===== src/rtl/cpu_clk_pkg.sv =====
// Shared encodings for the CPU clock-enable controller: mode selector values
// and the sequencing state machine states.
package cpu_clk_pkg;

  localparam logic [1:0] MODE_STEP = 2'b00;
  localparam logic [1:0] MODE_SLOW = 2'b01;
  localparam logic [1:0] MODE_MED  = 2'b10;
  localparam logic [1:0] MODE_FULL = 2'b11;

  typedef enum logic [1:0] {
    S_STEP = 2'b00,
    S_RUN  = 2'b01,
    S_BRK  = 2'b10
  } state_t;

endpackage


===== src/rtl/btn_sync_debounce.sv =====
// Two-flop synchroniser and debouncer for an active-low push button; produces
// an active-high debounced level and a registered one-cycle press pulse.
module btn_sync_debounce #(
  parameter int DEB_CYCLES = 500_000
) (
  input  logic clk,
  input  logic rst,
  input  logic in_n,
  output logic level,
  output logic press
);

  localparam int CW = $clog2(DEB_CYCLES + 1);

  logic          sync1_q, sync2_q;
  logic          level_q, level_d;
  logic          level_dly_q;
  logic          press_q, press_d;
  logic [CW-1:0] cnt_q, cnt_d;

  // Any cycle where the synchronised level agrees with the output restarts the count.
  always_comb begin
    level_d = level_q;
    cnt_d   = '0;
    if (sync2_q != level_q) begin
      if (cnt_q == CW'(DEB_CYCLES - 1)) begin
        level_d = ~level_q;
      end else begin
        cnt_d = cnt_q + 1'b1;
      end
    end
    press_d = level_q & ~level_dly_q;
  end

  always_ff @(posedge clk) begin
    if (rst) begin
      sync1_q     <= 1'b0;
      sync2_q     <= 1'b0;
      level_q     <= 1'b0;
      level_dly_q <= 1'b0;
      press_q     <= 1'b0;
      cnt_q       <= '0;
    end else begin
      sync1_q     <= ~in_n;
      sync2_q     <= sync1_q;
      level_q     <= level_d;
      level_dly_q <= level_q;
      press_q     <= press_d;
      cnt_q       <= cnt_d;
    end
  end

  assign level = level_q;
  assign press = press_q;

endmodule


===== src/rtl/cpu_clk_ctrl.sv =====
// CPU clock-enable generator: step / slow / medium / full rates, PC breakpoint
// with halt and single-step resume, and a wrapping issued-cycle counter.
//   state  | meaning
//   S_STEP | one cpu_ce per debounced button press
//   S_RUN  | free-running at the rate selected by mode, breakpoint armed
//   S_BRK  | stopped at breakpoint; a press issues one cpu_ce and resumes
module cpu_clk_ctrl
  import cpu_clk_pkg::*;
#(
  parameter int ADDR_W     = 12,
  parameter int SLOW_DIV   = 50_000_000,
  parameter int MED_DIV    = 5_000_000,
  parameter int DIV_W      = 26,
  parameter int DEB_CYCLES = 500_000,
  parameter int CNT_W      = 16
) (
  input  logic              clk,
  input  logic              rst,
  input  logic              step_btn_n,
  input  logic [1:0]        mode,
  input  logic              brk_en,
  input  logic [ADDR_W-1:0] brk_addr,
  input  logic [ADDR_W-1:0] pc_addr,
  input  logic              cnt_clr,
  output logic              cpu_ce,
  output logic              halted,
  output logic              btn_db,
  output logic [CNT_W-1:0]  cycle_cnt
);

  localparam logic [DIV_W-1:0] SLOW_LAST = DIV_W'(SLOW_DIV - 1);
  localparam logic [DIV_W-1:0] MED_LAST  = DIV_W'(MED_DIV - 1);

  state_t             state_q, state_d;
  logic [DIV_W-1:0]   div_q, div_d, div_last;
  logic [1:0]         mode_prev_q;
  logic               mode_chg, tick, press, brk_hit;
  logic               skip_q, skip_d;
  logic               ce_q, ce_d;
  logic               halted_q, halted_d;
  logic [CNT_W-1:0]   cnt_q, cnt_d;

  btn_sync_debounce #(.DEB_CYCLES(DEB_CYCLES)) u_btn (
    .clk   (clk),
    .rst   (rst),
    .in_n  (step_btn_n),
    .level (btn_db),
    .press (press)
  );

  // A mode change restarts the divider so the new rate gets a full period.
  always_comb begin
    mode_chg = (mode != mode_prev_q);
    div_last = (mode == MODE_SLOW) ? SLOW_LAST : MED_LAST;
    tick     = !mode_chg && (div_q == div_last);
    div_d    = (mode_chg || tick) ? '0 : div_q + 1'b1;
  end

  always_comb begin
    state_d = state_q;
    skip_d  = skip_q;
    ce_d    = 1'b0;
    brk_hit = (pc_addr == brk_addr);
    if (!brk_hit) skip_d = 1'b0;
    case (state_q)
      S_STEP: begin
        ce_d = press;
        if (mode != MODE_STEP) state_d = S_RUN;
      end
      S_RUN: begin
        if (mode == MODE_STEP) begin
          state_d = S_STEP;
        end else if (brk_en && brk_hit && !skip_q) begin
          state_d = S_BRK;
        end else begin
          ce_d = (mode == MODE_FULL) ? 1'b1 : tick;
        end
      end
      S_BRK: begin
        if (press) begin
          ce_d    = 1'b1;
          skip_d  = 1'b1;
          state_d = (mode == MODE_STEP) ? S_STEP : S_RUN;
        end else if (!brk_en) begin
          state_d = S_RUN;
        end
      end
      default: state_d = S_RUN;
    endcase
    halted_d = (state_d == S_BRK);
    if (cnt_clr)   cnt_d = '0;
    else if (ce_q) cnt_d = cnt_q + 1'b1;
    else           cnt_d = cnt_q;
  end

  always_ff @(posedge clk) begin
    if (rst) begin
      state_q     <= (mode == MODE_STEP) ? S_STEP : S_RUN;
      div_q       <= '0;
      mode_prev_q <= mode;
      skip_q      <= 1'b0;
      ce_q        <= 1'b0;
      halted_q    <= 1'b0;
      cnt_q       <= '0;
    end else begin
      state_q     <= state_d;
      div_q       <= div_d;
      mode_prev_q <= mode;
      skip_q      <= skip_d;
      ce_q        <= ce_d;
      halted_q    <= halted_d;
      cnt_q       <= cnt_d;
    end
  end

  assign cpu_ce    = ce_q;
  assign halted    = halted_q;
  assign cycle_cnt = cnt_q;

endmodule

===== config.mk =====
export PLATFORM = sky130hd
export DESIGN_NAME = cpu_clk_ctrl
export DESIGN_NICKNAME = d
export VERILOG_FILES = /design/src/rtl/cpu_clk_pkg.sv /design/src/rtl/btn_sync_debounce.sv /design/src/rtl/cpu_clk_ctrl.sv
export SDC_FILE = /design/constraint.sdc
export NUM_CORES = 1
export LEC_CHECK = 0
export CAP_MARGIN = 10
export CORE_MARGIN = 1
export CORE_UTILIZATION = 49
export CTS_BUF_LIST = sky130_fd_sc_hd__clkbuf_4 sky130_fd_sc_hd__clkbuf_8
export DETAILED_ROUTE_END_ITERATION = 10
export PLACE_DENSITY = 0.77
export SLEW_MARGIN = 0
export SYNTH_ARGS = -nofsm -noshare
export SYNTH_HDL_FRONTEND = slang
export SYNTH_SLANG_ARGS = --single-unit

===== constraint.sdc =====
create_clock -name clk -period 4.3 [get_ports clk]
set_input_delay 0.86 -clock clk [delete_from_list [all_inputs] [get_ports clk]]
set_output_delay 0.86 -clock clk [all_outputs]
set_load 0.01 [all_outputs]

==> summary.md <==
| Metric | Value |
|---|---|
| Outcome | complete, no violations |
| Seq/Total Area, Yosys | 0.432 |
| Yosys Warn Count | 0 |
| CP arrival | 2.72 ns |
| Routed wire per std cell | 13.2 microns |
| Drt total wl | 6.76 mm |
| Nets@finish | 464 |
| CTS clk-pin slew, worst paths | 0.08 ns |
| DR vias | 2761 |
| Async set-or-reset flop fraction in the synthesized netlist | 0 |
| Avg Inst Size Synth | 8.89 sq um |
| Most frequent cells in the layout | dfxtp_1 (73), nor2_1 (54), xor2_1 (49), clkdlybuf4s50_1 (49), nor3_1 (31) |
| Initial core utilization | 0.521 |
| Grt ovf | 0 |
| PnR Total Power | 1.30 mW |
| PortBufs | 49 |
| Io pins | 50 |
| Detail Placement HPWL | 4.77 mm |
| Clk Latency, worst-skew pair | 0.35 ns |
| CORE AREA | 6490 sq um |
| EDFF count, synth | 0 |
| Number of max-cap violations | 0 |
| Crit Path Max Fanout | 26 |
| CTS max path bufs | 2 |
| Clock Skews | 0.00939 ns |
| Remaining antenna violation count | 0 |
| Setup violators final | 0 |
| Area Overhead vs Synth | 21.6% |
| TritonCTS clock tree | yes |
| Synth Instances | 381 |
| DR vias/cell | 5.39 |
| Lkg Pwr | 1.38 nW |
| Initial antenna violation count | 0 |
| Clock sinks | 73 |
| Post-CTS Hold Fix Bufs | 0 |
| Post-Syn Area | 3390 sq um |
| DRC | 0 |
| Yosys reg bits | 73 |
| Largest cells by area after synthesis | dfxtp_1 (43%), xor2_1 (13%), nor2_1 (6.0%), xnor2_1 (5.7%), nor3_1 (4.6%) |
| TritonCTS buffer count | 9 |
| Worst EP required | 4.49 ns |
| Vias in the first global route | 2669 |
| Mapped Nets | 415 |
| Library cells used by synthesis | 45 |
| Synth Flop Type | dfxtp_1 |
| Chip Width | 85.1 microns |
| Setup crit end kind | flip-flop |
| RSZ-0062 raised after global routing | false |
| WS Path Type | input port to flip-flop |
| Largest area contributor in the netlist | dfxtp_1 |
| Diodes inserted | 0 |
| Post-layout min period | 2.53 ns |
| Slew HR | 0.383 |
| 1st-iter DRT viols | 108 |
| Final Hold Vio Count | 0 |
| Postcts setup bufs | 0 |
| Commonest non-fill, non-tap cell in the layout | dfxtp_1 |
| Cell Rows | 29 |
| PwrDens | 315 nW/um^2 |
| Final TNS setup | 0 ns |
| Hold Path Class | flip-flop to flip-flop |
| Critical path startpoint category | input port |
| Die Footprint | 7250 sq um |
| First-pass DRT Iterations | 4 |
| Root buf cell | clkbuf_8 |
| Layout cells sized above 1 | 0.0552 |
| Largest net degree at the start of global routing | 27 |
| Post_cts resized | 0 |
| Fmax | 0.395 GHz |
| Gpl congestion | 0.853 |
| First-pass GRT wire length | 11.9 mm |
| Fin. max-slew vios | 0 |
| H-tree lvl count | 3 |
| Synth top area share | 0.432 |
| Period Utilization, post-route | 0.589 |
| DIE HEIGHT | 85.1 microns |
| Measured slew at the worst slew-check pin | 0.926 ns |
| GRT Total Usage | 0.205 |
| Worst vdd ir | 218 uV |
-- cells by family after synthesis --
kind of cell,synth area share
and+or+nand+nor,0.315
DFF,0.432
xor gates and xnor gates,0.184
buffers and inverters,0.0270
AOI/OAI and AO/OA,0.0259
adders and majority gates,0.0111
muxes,0.00591
-- synthesized netlist by cell type, types with 2 or more instances --
cell	instances
dfxtp_1	73
nor2b_1	5
nand4b_1	2
nor4_4	2
o22ai_1	2
o21ai_0	4
xor2_1	49
buf_6	2
and3_1	7
nand2b_1	2
and4_1	4
nand3b_1	2
nand2_1	26
inv_1	7
and4b_1	2
nor3_1	31
xnor2_1	22
or3_1	3
nor4_1	8
mux2i_1	2
nand4_1	14
ha_1	3
nor2_1	54
clkbuf_1	8
nand3_1	26
a2bb2oi_1	2
-- worst max-delay path: stages --
cell and delay (ns):
clkdlybuf4s50_1 0.62, and2b_1 0.26, nor4_2 0.21, o22ai_1 0.17
nor3_4 0.20, buf_4 0.30, nor3_1 0.09
-- state kept, by name, indices dropped and copies added (netlist names) --
signal and cells:
cpu_ce 1, cycle_cnt 16, u_btn.sync1_q 1, u_btn.level 1, u_btn.cnt_q 19, u_btn.sync2_q 1, u_btn.press 1, skip_q 1
mode_prev_q 2, div_q 26, halted 1, state_q 2, u_btn.level_dly_q 1
-- area by class of cell --
cell class	instances	area (sq um)
Clock buffer	10	138
Clock inverter	6	65.1
Fill cell	541	2380
Inverter	7	26.3
Multi-Input combinational cell	289	1830
Sequential cell	73	1460
Tap cell	77	96.3
Timing Repair Buffer	50	498
-- worst paths after layout --
path                          start             end  slack (ns)  cells past startpoint
setup / recovery            mode[1]        div_q[2]        1.77                      7
hold / removal    u_btn.level_dly_q     u_btn.press        0.40                      1
setup reg to reg     u_btn.cnt_q[0]  u_btn.cnt_q[7]        2.19                      5
hold reg to reg   u_btn.level_dly_q     u_btn.press        0.40                      1
-- per-layer routing --
metal / global-route usage / vias to the layer above / wire [microns] / part of all wire
met5: 0 / - / 0 / 0
li1: - / 1417 / - / -
met3: 0.0389 / 12 / 201 / 0.030
met4: 0.106 / 0 / 133 / 0.020
met2: 0.341 / 46 / 3250 / 0.48
met1: 0.252 / 1286 / 3170 / 0.47
-- stage by stage --
| step | cells | utilization | worst slack, ns | instance area (sq um) | hold WS, ns |
|---|---|---|---|---|---|
| floorplan | 381 | - | 2.22 | 3390 | 0.367 |
| global placement | 496 | 0.603 | 1.50 | 3920 | 0.377 |
| detailed placement | 496 | 0.603 | 1.42 | 3920 | 0.394 |
| CTS | 512 | 0.634 | 1.78 | 4120 | 0.406 |
| global route | 512 | 0.634 | 1.60 | 4120 | 0.430 |
| finish | 512 | 0.634 | 1.77 | 4120 | 0.401 |
-- where the power goes --
| group | total [mW] | switching, mW | internal [mW] |
|---|---|---|---|
| Sequential | 0.684 | 0.00399 | 0.680 |
| Combinational | 0.0664 | 0.0285 | 0.0379 |
| Clock | 0.545 | 0.261 | 0.285 |
| Total | 1.30 | 0.293 | 1.00 |
(Power assumes the default switching activity.)
